===== config.mk =====
export PLATFORM = sky130hd
export DESIGN_NAME = sdram_arbiter
export DESIGN_NICKNAME = d
export VERILOG_FILES = /design/src/rtl/sdram_arbiter.sv
export SDC_FILE = /design/constraint.sdc
export NUM_CORES = 1
export LEC_CHECK = 0
export BUFFER_PORTS_ARGS = -buffer_cell sky130_fd_sc_hd__clkbuf_2
export CORE_MARGIN = 5
export CORE_UTILIZATION = 43
export DETAILED_ROUTE_END_ITERATION = 8
export GPL_TIMING_DRIVEN = 0
export PLACE_DENSITY = 0.75
export SYNTH_ARGS = -nofsm -noshare
export SYNTH_HDL_FRONTEND = slang
export SYNTH_SLANG_ARGS = --single-unit

===== constraint.sdc =====
create_clock -name i_clk -period 2.9 [get_ports i_clk]
set_clock_uncertainty 0.1 [all_clocks]
set_input_delay 0.145 -clock i_clk [delete_from_list [all_inputs] [get_ports i_clk]]
set_output_delay 0.145 -clock i_clk [all_outputs]
set_load 0.01 [all_outputs]

===== src/rtl/sdram_arbiter.sv =====
// Three-requester round-robin arbiter in front of a single SDRAM controller.
// One transaction at a time: IDLE picks an owner, BUSY holds the controller
// strobes until it finishes (or the watchdog expires), DONE pulses the
// owner's completion for one cycle before the next grant.
module sdram_arbiter #(
    parameter int ADDR_W  = 23,
    parameter int DATA_W  = 32,
    parameter int TIMEOUT = 1024
) (
    input  logic              i_clk,
    input  logic              i_rst,
    input  logic [2:0]        req_read,
    input  logic [2:0]        req_write,
    input  logic [ADDR_W-1:0] req_addr      [2:0],
    input  logic [DATA_W-1:0] req_writedata [2:0],
    output logic [DATA_W-1:0] req_readdata  [2:0],
    output logic [2:0]        req_finished,
    output logic              sdram_read,
    output logic              sdram_write,
    output logic [ADDR_W-1:0] sdram_addr,
    output logic [DATA_W-1:0] sdram_writedata,
    input  logic [DATA_W-1:0] sdram_readdata,
    input  logic              sdram_finished,
    output logic [1:0]        arb_grant,
    output logic              arb_busy,
    output logic              arb_timeout
);

    typedef enum logic [1:0] {ST_IDLE, ST_BUSY, ST_DONE} state_t;

    // Last BUSY cycle allowed before the watchdog aborts the transaction.
    localparam logic [15:0] CNT_LAST = 16'(TIMEOUT - 1);

    state_t            state_q, state_d;
    logic [1:0]        last_q, last_d;
    logic [1:0]        grant_q, grant_d;
    logic              rd_q, rd_d;
    logic              wr_q, wr_d;
    logic [ADDR_W-1:0] addr_q, addr_d;
    logic [DATA_W-1:0] wdata_q, wdata_d;
    logic [DATA_W-1:0] rdata_q [2:0];
    logic [DATA_W-1:0] rdata_d [2:0];
    logic [2:0]        fin_q, fin_d;
    logic              busy_q, busy_d;
    logic              to_q, to_d;
    logic [15:0]       cnt_q, cnt_d;

    logic [2:0]        pend;
    logic              found;
    logic [1:0]        win;

    // Requester index 'step' places after 'base', modulo 3.
    function automatic logic [1:0] rr_idx(input logic [1:0] base, input int step);
        int v;
        v = (int'(base) + step) % 3;
        return 2'(v);
    endfunction

    assign pend = req_read | req_write;

    // Round-robin search starting just after the previous owner, previous owner last.
    always_comb begin
        found = 1'b0;
        win   = last_q;
        for (int s = 1; s <= 3; s++) begin
            if (!found && pend[rr_idx(last_q, s)]) begin
                found = 1'b1;
                win   = rr_idx(last_q, s);
            end
        end
    end

    // Next state and next values of every registered output.
    always_comb begin
        state_d = state_q;
        last_d  = last_q;
        grant_d = grant_q;
        rd_d    = rd_q;
        wr_d    = wr_q;
        addr_d  = addr_q;
        wdata_d = wdata_q;
        rdata_d = rdata_q;
        fin_d   = 3'b000;
        busy_d  = busy_q;
        to_d    = to_q;
        cnt_d   = cnt_q;
        case (state_q)
            ST_IDLE: begin
                if (found) begin
                    state_d = ST_BUSY;
                    last_d  = win;
                    grant_d = win;
                    // A simultaneous read+write request is served as a write.
                    wr_d    = req_write[win];
                    rd_d    = ~req_write[win];
                    addr_d  = req_addr[win];
                    wdata_d = req_writedata[win];
                    busy_d  = 1'b1;
                    cnt_d   = 16'd0;
                end
            end
            ST_BUSY: begin
                if (sdram_finished || cnt_q == CNT_LAST) begin
                    state_d        = ST_DONE;
                    rd_d           = 1'b0;
                    wr_d           = 1'b0;
                    fin_d[grant_q] = 1'b1;
                    // Completion wins over a coincident watchdog expiry.
                    if (sdram_finished) begin
                        if (rd_q) rdata_d[grant_q] = sdram_readdata;
                    end else begin
                        to_d = 1'b1;
                    end
                end else begin
                    cnt_d = cnt_q + 16'd1;
                end
            end
            ST_DONE: begin
                state_d = ST_IDLE;
                busy_d  = 1'b0;
            end
            default: state_d = ST_IDLE;
        endcase
    end

    // State register with synchronous active-low reset.
    always_ff @(posedge i_clk) begin
        if (!i_rst) state_q <= ST_IDLE;
        else        state_q <= state_d;
    end

    // Datapath and output registers; last owner resets to 2 so requester 0 goes first.
    always_ff @(posedge i_clk) begin
        if (!i_rst) begin
            last_q  <= 2'd2;
            grant_q <= 2'd0;
            rd_q    <= 1'b0;
            wr_q    <= 1'b0;
            addr_q  <= '0;
            wdata_q <= '0;
            rdata_q <= '{default: '0};
            fin_q   <= 3'b000;
            busy_q  <= 1'b0;
            to_q    <= 1'b0;
            cnt_q   <= 16'd0;
        end else begin
            last_q  <= last_d;
            grant_q <= grant_d;
            rd_q    <= rd_d;
            wr_q    <= wr_d;
            addr_q  <= addr_d;
            wdata_q <= wdata_d;
            rdata_q <= rdata_d;
            fin_q   <= fin_d;
            busy_q  <= busy_d;
            to_q    <= to_d;
            cnt_q   <= cnt_d;
        end
    end

    assign req_readdata    = rdata_q;
    assign req_finished    = fin_q;
    assign sdram_read      = rd_q;
    assign sdram_write     = wr_q;
    assign sdram_addr      = addr_q;
    assign sdram_writedata = wdata_q;
    assign arb_grant       = grant_q;
    assign arb_busy        = busy_q;
    assign arb_timeout     = to_q;

endmodule


==> metrics.txt <==
status=finished with violations; violated checks=setup timing; worst-margin pin slew=896.0 ps; switching share of power=0.3910; Top FF cell, synth=dfxtp_1; Synth cell types=48; VDD IR max=0.0005596 V; drt wl/cell=21.32 um; slew margin rel.=0.3971; ys async rst share=0; Worst-path clk slew=80 ps; Syn Inst Count=917; P_leak=5.947 nW; core area=0.01864 mm^2; Tot Pwr=0.01219 W; most used cell along the critical path=buf_6; Final WS setup=-15.56 ps; count leader, synth=nand2_1; CTS Buf Count=17; initial drt markers=679; CTS tree=built; total number of vias=9540; H-tree Lvls=4; Synth Area in Compound Gates=0.2235; DRC violations left=0; WP data arrival=3110 ps; final worst path period share=1.005; min-delay src=req_addr[25]; post-synth net total=1128; Final Setup Violations=1; simple-gate share of the synthesized area=0.1677; DP HPWL=21840 um; Synth top area share=0.4412; number of port buffers=365; Root Driver=clkbuf_16; register area share after synthesis=0.4412; internal power=0.007425 W; Setup CP Type=reg -> reg; largest net degree at the start of global routing=18; CP required=3090 ps; share of layout cells above drive strength 1=0.3536; clock sink count=179; syn_area_per_cell=8.858 um^2; Area Overhead vs Synth=65.68%; Skew-Pair Late Insertion Delay=430 ps; maximum fanout along the worst path=10; Die Area=0.02174 mm^2; Slew Limit Fails=0; Hold Vio Cnt, Final=0; Ys Warns=0; DRT Wirelength=37660 um; Seq pwr share=0.250; chip width=147.4 um; Max Cap Viol=0; post-synthesis xor/xnor area fraction=0.01402; # IOs=366; Worst path slowest cell=dfxtp_4; top cells by count, synth=nand2_1, dfxtp_1, a21boi_0; delay-heaviest family, CP=buffers and inverters; Synth area leaders=dfxtp_1, nand2_1, a21boi_0, o221ai_2, mux2i_1; initial antenna violation count=1; Synth Area in Adders=0.007702; post-route ant nets=0; cells along the critical path=clkinvlp_4 > buf_4 > ha_1 > inv_2 > a32oi_2 > and2_1 > buf_6 > a311o_1 > buf_6 > and2_4 > buf_6 > buf_4 > nand2_1 > o221ai_2; mux contribution to synthesized area=0.07286; Worst setup SP type=flop; Setup crit end kind=flop; P_sw=0.004768 W; max frequency=343.0 MHz; Mapped Area=0.008123 mm^2; Total GRT Usage=0.3194; global-route wire length before repair=54790 um; largest family of logic cells by synthesized area=compound AO/OA/AOI/OAI gates; DP Worst Slack=-499.3 ps; HP Class=in -> reg; GP Congestion=0.9235; vias per cell=5.402; vias in the first global route=9789; min cycle time layout=2916 ps; largest area contributor in the netlist=dfxtp_1; Clock power frac=0.195; Die H=147.4 um; Comb power frac=0.555; GRT Residual Overflow=0; CTS max path bufs=2; Post-synth EDFFs=0; Critical Path Start=last_q[0]; WP buf/inv=7; number of detailed-route iterations in the first pass=7; Max stage delay on crit path=370 ps; starting density of the core=0.4357; Pwr Density=906.0 mW/mm^2; final net count=1728; post-synthesis sequential element count=179; FF-to-FF Start=last_q[0]; site row count=50
layout make-up:
type                       count  area [um^2]
timing repair buffer         583         4023
clock buffer                  17        425.4
inverter                      67        255.2
antenna                        2        5.005
sequential                   179         3588
tap                          234        292.8
multi-input combinational    608         4270
buffer                        61        429.2
clock inverter                15        168.9
fill                        1265         5185
logic make-up after synthesis:
group,count (synthesis)
simple gates,336
flops,179
compound gates,195
buf+inv,130
mux,59
xor+xnor,13
fa+ha+maj,5
metal layers:
layer  global-route usage  share of wire
met4               0.2400          0.089
met3               0.1021           0.10
met5                    0        0.00053
met1               0.3370           0.35
met2               0.5332           0.46
cells in the final DEF (no fill, tap or decap), drive strengths merged, types with 5 or more instances in the layout:
cell,instances
a211oi,9
a21boi,99
a31oi,5
buf,42
clkbuf,420
dfxtp,179
dlygate4sd3,198
ha,5
inv,75
mux2i,58
nand2,267
nand3,13
nor2,23
nor3,9
o21ai,8
o221ai,55
xnor2,13
flip-flops by register name, indices dropped and copies added, names as in the netlist:
register	flops
req_readdata	96
sdram_writedata	32
sdram_addr	23
cnt_q	16
req_finished	3
last_q	2
state_q	2
arb_busy	1
arb_grant	1
arb_timeout	1
sdram_read	1
sdram_write	1
per-stage QoR:
stage	TNS [ps]	util	instances	instance area (um^2)	hold WS, ps
2_1_floorplan	0	-	917	8124	189.9
3_3_place_gp	-17720	0.5495	1516	10240	308.7
3_5_place_dp	-16790	0.5495	1516	10240	315.1
4_1_cts	-8.728	0.7054	1758	13150	5.576
5_1_grt	-409.3	0.7216	1764	13450	5.997
6_report	-15.56	0.7219	1766	13460	6.641
worst paths after layout:
path	end	slack (ps)	depth (start not counted)
worst max-delay path	sdram_addr[6]	-20	14
worst min-delay path	sdram_addr[2]	7	3
worst max register to register	sdram_addr[6]	-20	14
worst min register to register	req_readdata[34]	360	2
power groups by stage:
stage	Clock (W)	Sequential, W	Combinational [W]
4_1_cts	0.00240	0.00301	0.00565
5_1_grt	0.00251	0.00308	0.00705
3_3_place_gp	0	0.00305	0.00445
6_report	0.00237	0.00305	0.00676
3_5_place_dp	0	0.00307	0.00451
2_1_floorplan	0	0.00317	0.00314
worst reg2reg max path, cell delays in order, from the launching register on:
cell	delay (ps)
dfxtp_4	370
clkinvlp_4	120
buf_4	180
ha_1	220
inv_2	90
a32oi_2	110
and2_1	160
buf_6	130
a311o_1	320
buf_6	150
and2_4	180
buf_6	140
buf_4	190
nand2_1	170
o221ai_2	160
timing repair:
action | in CTS | in global routing
gates cloned | 2 | 2
hold buffers | 197 | 1
pin swaps | 3 | 6
gates resized for setup | 53 | 50
buffers inserted | 11 | 5
setup endpoints to repair | 69 | 68
hold endpoints to repair | 154 | 1
(Power assumes the default switching activity.)
